## src/rtl/csa_acc_pkg.sv

```systemverilog
// Shared types and default sizing for the carry-save accumulator.
// The state enum is used by the controller; the constants size the datapath.
package csa_acc_pkg;

    localparam int BITS_DEF  = 40;
    localparam int CNT_W_DEF = 8;

    typedef enum logic [1:0] {
        ST_IDLE = 2'd0,
        ST_ACC  = 2'd1,
        ST_HOLD = 2'd2
    } state_e;

endpackage

```

## src/rtl/csa_3to2.sv

```systemverilog
// Combinational BITS-wide 3:2 compressor: a+b+c == sum+carry (mod 2^BITS).
// The carry vector comes out already shifted left by one; the MSB carry is dropped.
module csa_3to2 #(
    parameter int BITS = 40
) (
    input  logic [BITS-1:0] a,
    input  logic [BITS-1:0] b,
    input  logic [BITS-1:0] c,
    output logic [BITS-1:0] sum,
    output logic [BITS-1:0] carry
);

    logic [BITS-1:0] maj_s;

    // Bitwise sum and majority of the three operands.
    always_comb begin
        sum   = a ^ b ^ c;
        maj_s = (a & b) | (a & c) | (b & c);
        carry = {maj_s[BITS-2:0], 1'b0};
    end

endmodule

```

## src/rtl/csa_accumulator.sv

```systemverilog
// Job-based accumulator that keeps its running total in carry-save form.
// The redundant pair out_a/out_b feeds an external carry-propagate adder.
module csa_accumulator
    import csa_acc_pkg::*;
#(
    parameter int BITS  = BITS_DEF,
    parameter int CNT_W = CNT_W_DEF
) (
    input  logic             clk,
    input  logic             rst_n,
    input  logic             start,
    input  logic [CNT_W-1:0] len,
    input  logic             clear,
    input  logic             in_valid,
    output logic             in_ready,
    input  logic [BITS-1:0]  in_data,
    output logic             out_valid,
    input  logic             out_ready,
    output logic [BITS-1:0]  out_a,
    output logic [BITS-1:0]  out_b,
    output logic             busy
);

    state_e           state_r;
    state_e           state_n;
    logic [BITS-1:0]  sum_r;
    logic [BITS-1:0]  sum_n;
    logic [BITS-1:0]  carry_r;
    logic [BITS-1:0]  carry_n;
    logic [CNT_W-1:0] count_r;
    logic [CNT_W-1:0] count_n;
    logic [BITS-1:0]  csa_sum_s;
    logic [BITS-1:0]  csa_carry_s;
    logic             in_ready_r;
    logic             out_valid_r;
    logic             busy_r;

    csa_3to2 #(
        .BITS (BITS)
    ) u_csa (
        .a     (sum_r),
        .b     (carry_r),
        .c     (in_data),
        .sum   (csa_sum_s),
        .carry (csa_carry_s)
    );

    // Next-state and datapath update; clear overrides everything else.
    always_comb begin
        state_n = state_r;
        sum_n   = sum_r;
        carry_n = carry_r;
        count_n = count_r;
        if (clear) begin
            state_n = ST_IDLE;
            sum_n   = {BITS{1'b0}};
            carry_n = {BITS{1'b0}};
            count_n = {CNT_W{1'b0}};
        end else begin
            case (state_r)
                ST_IDLE: begin
                    if (start) begin
                        sum_n   = {BITS{1'b0}};
                        carry_n = {BITS{1'b0}};
                        if (len != {CNT_W{1'b0}}) begin
                            count_n = len;
                            state_n = ST_ACC;
                        end else begin
                            count_n = {CNT_W{1'b0}};
                            state_n = ST_HOLD;
                        end
                    end else begin
                        state_n = ST_IDLE;
                    end
                end
                ST_ACC: begin
                    if (in_valid) begin
                        sum_n   = csa_sum_s;
                        carry_n = csa_carry_s;
                        count_n = count_r - {{(CNT_W-1){1'b0}}, 1'b1};
                        if (count_r == {{(CNT_W-1){1'b0}}, 1'b1}) begin
                            state_n = ST_HOLD;
                        end else begin
                            state_n = ST_ACC;
                        end
                    end else begin
                        state_n = ST_ACC;
                    end
                end
                ST_HOLD: begin
                    if (out_ready) begin
                        state_n = ST_IDLE;
                    end else begin
                        state_n = ST_HOLD;
                    end
                end
                default: begin
                    state_n = ST_IDLE;
                    sum_n   = {BITS{1'b0}};
                    carry_n = {BITS{1'b0}};
                    count_n = {CNT_W{1'b0}};
                end
            endcase
        end
    end

    // State, datapath and flag registers; flags are decoded from the next state.
    always_ff @(posedge clk or negedge rst_n) begin
        if (!rst_n) begin
            state_r     <= ST_IDLE;
            sum_r       <= {BITS{1'b0}};
            carry_r     <= {BITS{1'b0}};
            count_r     <= {CNT_W{1'b0}};
            in_ready_r  <= 1'b0;
            out_valid_r <= 1'b0;
            busy_r      <= 1'b0;
        end else begin
            state_r     <= state_n;
            sum_r       <= sum_n;
            carry_r     <= carry_n;
            count_r     <= count_n;
            in_ready_r  <= (state_n == ST_ACC);
            out_valid_r <= (state_n == ST_HOLD);
            busy_r      <= (state_n != ST_IDLE);
        end
    end

    assign out_a     = sum_r;
    assign out_b     = carry_r;
    assign in_ready  = in_ready_r;
    assign out_valid = out_valid_r;
    assign busy      = busy_r;

endmodule

```

## config.mk

```make
export PLATFORM = sky130hd
export DESIGN_NAME = csa_accumulator
export DESIGN_NICKNAME = d
export VERILOG_FILES = /design/src/rtl/csa_acc_pkg.sv /design/src/rtl/csa_3to2.sv /design/src/rtl/csa_accumulator.sv
export SDC_FILE = /design/constraint.sdc
export NUM_CORES = 1
export LEC_CHECK = 0
export CAP_MARGIN = 20
export CORE_MARGIN = 2
export CORE_UTILIZATION = 40
export DETAILED_ROUTE_END_ITERATION = 6
export DONT_BUFFER_PORTS = 1
export PLACE_DENSITY = 0.57
export SLEW_MARGIN = 10
export SYNTH_ARGS = -nofsm -noshare
export SYNTH_HDL_FRONTEND = slang
export SYNTH_SLANG_ARGS = --single-unit
```

## constraint.sdc

```tcl
create_clock -name clk -period 1.8 [get_ports clk]
set_input_delay 0.27 -clock clk [delete_from_list [all_inputs] [get_ports clk]]
set_output_delay 0.27 -clock clk [all_outputs]
set_load 0.03 [all_outputs]
```

==> out/results.ini, run 1 <==
[route]
routed_wl_um = 10000
vias = 3168
drtIter0Drc = 189
drcViolationCount = 0
viasPerCell = 5.13
wl_per_cell_um = 16.2
ant_nets = 0
first_pass_iters = 4

[run]
cap_violations = 0

[clocking]
cts_buffer_depth = 2
cts_root_buf = clkbuf_16
clk_pin_slew_worst_paths_ns = 0.07
cts_sinks = 92
htreeDepth = 3
clkLatencyLatePin_ns = 0.34
cts_tree = built
cts_buffers = 9

[logic_synthesis]
yosysWarnings = 0
ys_seq_area_share_pct = 49.1
yosys.area.top_type_share_pct = 49.1
synth-edff-count = 0
synth-main-ff-cell = dfrtp_1
syn_nets = 569
synth_area_mm2 = 0.00469
yosys-top-cells-area = dfrtp_1 (49%), fa_1 (16%), nand2_1 (13%), o21ai_0 (7.3%), clkbuf_1 (1.5%)
ys_ff_latch = 92
synth.largest_area_cell = dfrtp_1
synth_cells = 474
synth_cell_type_count = 41
synth-async-reset-ratio_pct = 100
avgSynthCellArea_um2 = 9.90

[floorplanning]
die_w_um = 112
placementRows = 39
io_pins = 137
initial_core_util_pct = 41.1
core-area_mm2 = 0.0114
die_y_um = 112
die-area_mm2 = 0.0126

[global_routing]
grt_antenna_before_repair = 0
grt_first_pass_wirelength_um = 17100
grt_max_degree = 93
grt_pass1_vias = 3285
grt_remaining_overflow = 0
grt.total_usage_pct = 17.1

[timing]
whs_ns = -0.380
hold_violations = 92
fmax_mhz = 565
slew_violations = 0
skew_ns = 0.00567
finalSetupViolCount = 0
rsz0062_at_grt = true
finalSetupTns_ns = 0
fin_crit_sh_pct = 98.3
fin_crit_ns = 1.77

[layout]
drive_above_1_share_pct = 8.63
antenna_cells = 0
utilization_pct = 46.1
fin_nets = 565
nFillCells = 1098
fin_area_mm2 = 0.00526
syn2layout_area_growth_pct = 12.2
final_common_cell = nand2_1
layout_common_cells = nand2_1 (167), dfrtp_1 (92), o21ai_0 (68)

[worst_setup_path]
worst_setup_path_start_kind = flip-flop
arrival_ns = 2.05
crit_path_end_kind = flip-flop
crit_type = reg -> reg
required_ns = 2.08
crit_fanout = 2

[place]
hpwl_um = 7010
place.gp.congestion = 0.852
placed_area_mm2 = 0.00495
io_buffer_count = 0

[outcome]
violations = negative hold slack
outcome = complete, but fails checks

[worst_hold_path]
hold_class = in -> async

[pwr]
p_leak_nw = 2.29
vdd_ir_drop_max_uv = 534
powerDensity_mw_per_mm2 = 921
total_power_mw = 4.85

## final timing paths
kind | from | to | slack, ns | cells past startpoint
worst max register to register | count_r[3] | state_r[1] | 0.03 | 4
worst min register to register | count_r[7] | count_r[7] | 0.55 | 1
worst max-delay path | count_r[3] | state_r[1] | 0.03 | 4
max in group asynchronous | rst_n | out_a[30] | 2.03 | 0
worst min-delay path | rst_n | out_b[10] | -0.38 | 0
min in group clk | clear | count_r[0] | 0.02 | 1
## cell usage after synthesis, drive strengths merged (3+ instances only)
library cell and instances:
dfrtp 92, ha 3, o31ai 5, buf 12
clkbuf 19, inv 3, nand2 167, or4 3
fa 38, a21oi 5, nor4 4, o21ai 82
nor2 9
## metrics by stage
| stage | instances | setup WS (ns) | hold WS, ns |
|---|---|---|---|
| floorplan | 474 | 0.0140 | -0.0256 |
| CTS | 618 | 0.0128 | -0.403 |
| finish | 618 | 0.0309 | -0.380 |
| global placement | 602 | 0.0384 | -0.0240 |
| detailed placement | 602 | 0.0220 | -0.0244 |
| global route | 618 | -0.0231 | -0.400 |
## critical path: stages, from the launching register on
cell,delay (ns)
dfrtp_1,0.37
or4_4,0.53
or4_4,0.43
o221a_1,0.28
nor2_1,0.09
## kinds of logic (layout without fill, tap and decap cells)
| kind of cell | count (synthesis) | after routing | share of synthesized area (%) |
|---|---|---|---|
| buffers and inverters | 34 | 35 | 3.09 |
| AND/OR/NAND/NOR | 197 | 197 | 17.4 |
| other | 1 | 1 | 0.0799 |
| flip-flops | 92 | 92 | 49.1 |
| adder cells (fa/ha/maj) | 41 | 41 | 17.0 |
| AO/OA/AOI/OAI | 104 | 104 | 12.4 |
| XOR/XNOR | 4 | 4 | 0.747 |
| multiplexers | 1 | 1 | 0.240 |
## power breakdown
| group | switching (mW) | internal, mW |
|---|---|---|
| Combinational | 0.298 | 0.230 |
| Sequential | 0.233 | 2.15 |
| Clock | 0.851 | 1.08 |
## repair_timing
action,in CTS,in global routing
endpoints found under the setup margin,0,6
resized for setup,0,2
hold endpoints to repair,92,92
buffers inserted,0,0
## routing by layer
layer	part of all wire (%)	routed length, µm	GRT usage (%)
met1	43	4320	23.1
met5	0	0	0
met4	2.7	272	8.54
met3	6.9	696	4.81
met2	47	4740	25.6
## final cells by class
cell class | count | area, µm² | area share [%]
multi-input cells | 348 | 2270 | 43.2
clock inverters | 7 | 76.3 | 1.45
clock buffers | 9 | 225 | 4.28
repair buffers | 16 | 195 | 3.71
flip-flops and latches | 92 | 2300 | 43.7
well taps | 143 | 179 | 3.40
inverters | 3 | 11.3 | 0.214
## state kept, by name, summed over array words and instances (netlist names)
| name | cells |
|---|---|
| out_a | 40 |
| out_b | 39 |
| out_valid | 1 |
| count_r | 8 |
| state_r | 2 |
| in_ready | 1 |
| busy | 1 |
Power figures use the tool's default switching activity.
==> run 2: changes to the inputs <==
--- a/config.mk
+++ b/config.mk
@@ -14,4 +14,5 @@
 export SLEW_MARGIN = 10
 export SYNTH_ARGS = -nofsm -noshare
 export SYNTH_HDL_FRONTEND = slang
+export SYNTH_HIERARCHICAL = 1
 export SYNTH_SLANG_ARGS = --single-unit
==> run 2 against run 1 <==
  * The flow still finishes with violations (negative hold slack)
  * Routed wire length is 6.4% lower
  * Sequential cell count grew 1
  * Design area down 6.9%
  * Area after synthesis decreased by 4.5%
  * Setup slack improved by 0.12 ns
  * Combinational power is 26% lower
  * Utilization down 1.1 points
  * Clock skew rose by 0.00070 ns
  * Critical path type unchanged
==> out/results.ini, run 2 <==
[timing]
slew_violations = 0  ; unchanged
finalSetupTns_ns = 0  ; unchanged
fmax_mhz = 607  ; +7.4%
whs_ns = -0.407  ; -0.0266 ns
finalSetupViolCount = 0  ; unchanged
rsz0062_at_grt = false
hold_violations = 93  ; +1.1%
fin_crit_ns = 1.65  ; -0.121 ns
fin_crit_sh_pct = 91.5  ; -6.7 points
skew_ns = 0.00637  ; +0.000695 ns

[logic_synthesis]
synth_cell_type_count = 45  ; +9.8%
synth-edff-count = 0  ; unchanged
synth_cells = 312  ; -34%
avgSynthCellArea_um2 = 14.4  ; +45%
yosys.area.top_type_share_pct = 51.9  ; +2.8 points
synth-async-reset-ratio_pct = 100  ; unchanged
yosys-top-cells-count = dfrtp_1 (93), a22o_1 (80), fa_1 (39)
synth_area_mm2 = 0.00448  ; -4.5%
synth_top_family_by_area = compound AO/OA/AOI/OAI gates
yosysWarnings = 6  ; +6
synth.largest_area_cell = dfrtp_1
synthXorXnorAreaFrac_pct = 1.31  ; +0.57 points
yosysMostFrequentCell = dfrtp_1
ys_ff_latch = 93  ; +1.1%
synth-simple-area-share_pct = 4.89  ; -13 points
syn_nets = 407  ; -28%
synth-adder-area-share_pct = 18.0  ; +0.96 points
synth_compound_area_share_pct = 19.4  ; +7.1 points
yosys-top-cells-area = dfrtp_1 (52%), fa_1 (17%), a22o_1 (16%), buf_6 (2.3%), nor2_1 (0.84%)
synth-main-ff-cell = dfrtp_1
synth_mux_area_share_pct = 0.503  ; +0.26 points
ys_seq_area_share_pct = 51.9  ; +2.8 points

[worst_setup_path]
required_ns = 2.04  ; -0.04 ns
ff2ff_setup_slack_ns = 0.15  ; +0.12 ns
crit_fanout = 4  ; +2
arrival_ns = 1.89  ; -0.16 ns
rr_worst_depth = 4  ; unchanged
crit_type = reg -> reg
timing.rr.start = count_r[4]
r2r-end = count_r[7]
worst_setup_path_start_kind = flip-flop
crit_path_end_kind = flip-flop

[place]
io_buffer_count = 0  ; unchanged
hpwl_um = 6380  ; -8.9%
dpl.cell_count = 444  ; -26%
place.gp.congestion = 0.894  ; +4.9%

[floorplanning]
die_y_um = 110  ; -2.2%
initial_core_util_pct = 41.2  ; +0.083 points
die_w_um = 110  ; -2.2%
die-area_mm2 = 0.0121  ; -4.3%
core-area_mm2 = 0.0109  ; -4.6%
placementRows = 38  ; -2.6%
io_pins = 137  ; unchanged

[route]
ant_nets = 0  ; unchanged
routed_wl_um = 9390  ; -6.4%
viasPerCell = 5.71  ; +11%
wl_per_cell_um = 20.4  ; +25%
first_pass_iters = 4  ; unchanged
vias = 2632  ; -17%
drcViolationCount = 0  ; unchanged
drtIter0Drc = 203  ; +7.4%

[layout]
utilization_pct = 45.0  ; -1.1 points
finalNonFillerCells = 461  ; -25%
fin_nets = 411  ; -27%
syn2layout_area_growth_pct = 9.30
layout_common_cells = dfrtp_1 (93), a22o_1 (80), fa_1 (39)
drive_above_1_share_pct = 11.2  ; +2.6 points
final_common_cell = dfrtp_1
antenna_cells = 0  ; unchanged

[clocking]
htreeDepth = 3  ; unchanged
ctsHoldBuffers = 1
cts_buffer_depth = 2  ; unchanged
cts_buffers = 9  ; unchanged
cts_sinks = 93  ; +1.1%
cts_root_buf = clkbuf_8
clkLatencyLatePin_ns = 0.36  ; +0.02 ns
clk_pin_slew_worst_paths_ns = 0.09  ; +0.02 ns
cts_tree = built

[global_routing]
grt_antenna_before_repair = 0  ; unchanged
grt_remaining_overflow = 0  ; unchanged
grt_first_pass_wirelength_um = 15200  ; -11%
grt_max_degree = 94  ; +1.1%
grt_pass1_vias = 2732  ; -17%
grt.total_usage_pct = 16.7  ; -0.47 points

[worst_hold_path]
hold_class = in -> async

[pwr]
total_power_mw = 4.18  ; -14%
p_leak_nw = 2.29  ; +0.23%
powerDensity_mw_per_mm2 = 854  ; -7.3%
vdd_ir_drop_max_uv = 420  ; -21%

[outcome]
violations = negative hold slack
outcome = complete, but fails checks

[run]
cap_violations = 0  ; unchanged

-- run 2: cell count changes in the layout (fill, tap and decap cells not counted), moves of 3 or more --
cell,delta
o21ai_0,-66
a31oi_1,+3
nand2_1,-161
a22o_1,+80
clkbuf_8,+12
o21ai_1,-14
o31ai_1,-5
clkbuf_16,-9
-- run 2: final cells by class --
class                   count  area (µm²)
inverters                   4        15.0
fillers                   948        5990
flip-flops and latches     93        2330
well taps                 140         175
clock buffers              13         169
multi-input cells         192        2000
repair buffers             16         173
clock inverters             3        42.5
-- run 2: worst max-delay path, cell delays in order (launching register included) --
cell and delay (ns):
dfrtp_1 0.43, or4_4 0.57, nor4_1 0.26, xnor2_1 0.17
o22ai_1 0.10
-- run 2: how the worst max path moves through the flow --
stage	start	cells after the start	slack (ns)	end
finish	count_r[4]	4	0.15	count_r[7]
global route	count_r[4]	4	0.05	count_r[7]
CTS	count_r[4]	4	0.15	count_r[7]
detailed placement	count_r[4]	4	0.19	count_r[7]
global placement	state_r[1]	6	0.20	count_r[5]
floorplan	state_r[0]	7	0.16	count_r[5]
-- run 2: metrics by stage --
stage	setup slack [ns]	instance area [µm²]
floorplan	0.163	4480
global placement	0.202	4680
detailed placement	0.192	4680
CTS	0.150	4900
global route	0.0475	4900
finish	0.152	4900
-- run 2: where the power goes --
group | switching [mW] | internal [mW] | leakage [nW]
clock network | 0.722 | 0.755 | 0.106
registers | 0.163 | 2.15 | 1.28
logic | 0.207 | 0.186 | 0.906
-- run 2: kinds of logic after synthesis --
family / Yosys count
and+or+nand+nor: 38
xor gates and xnor gates: 5
other: 1
AOI/OAI and AO/OA: 105
muxes: 2
buffers and inverters: 27
DFF: 93
adders and majority gates: 41
-- run 2: repair_timing --
action                     in CTS  in global routing
setup buffers                   0                  0
resized for setup               0                  0
hold endpoints to repair       98                 93
setup endpoints to repair       0                  0
-- run 2: routing by layer --
metal	track usage, %	routed length [µm]
met5	0	0
met4	4.88	102
met3	7.11	870
met2	23.3	4300
met1	23.5	4110
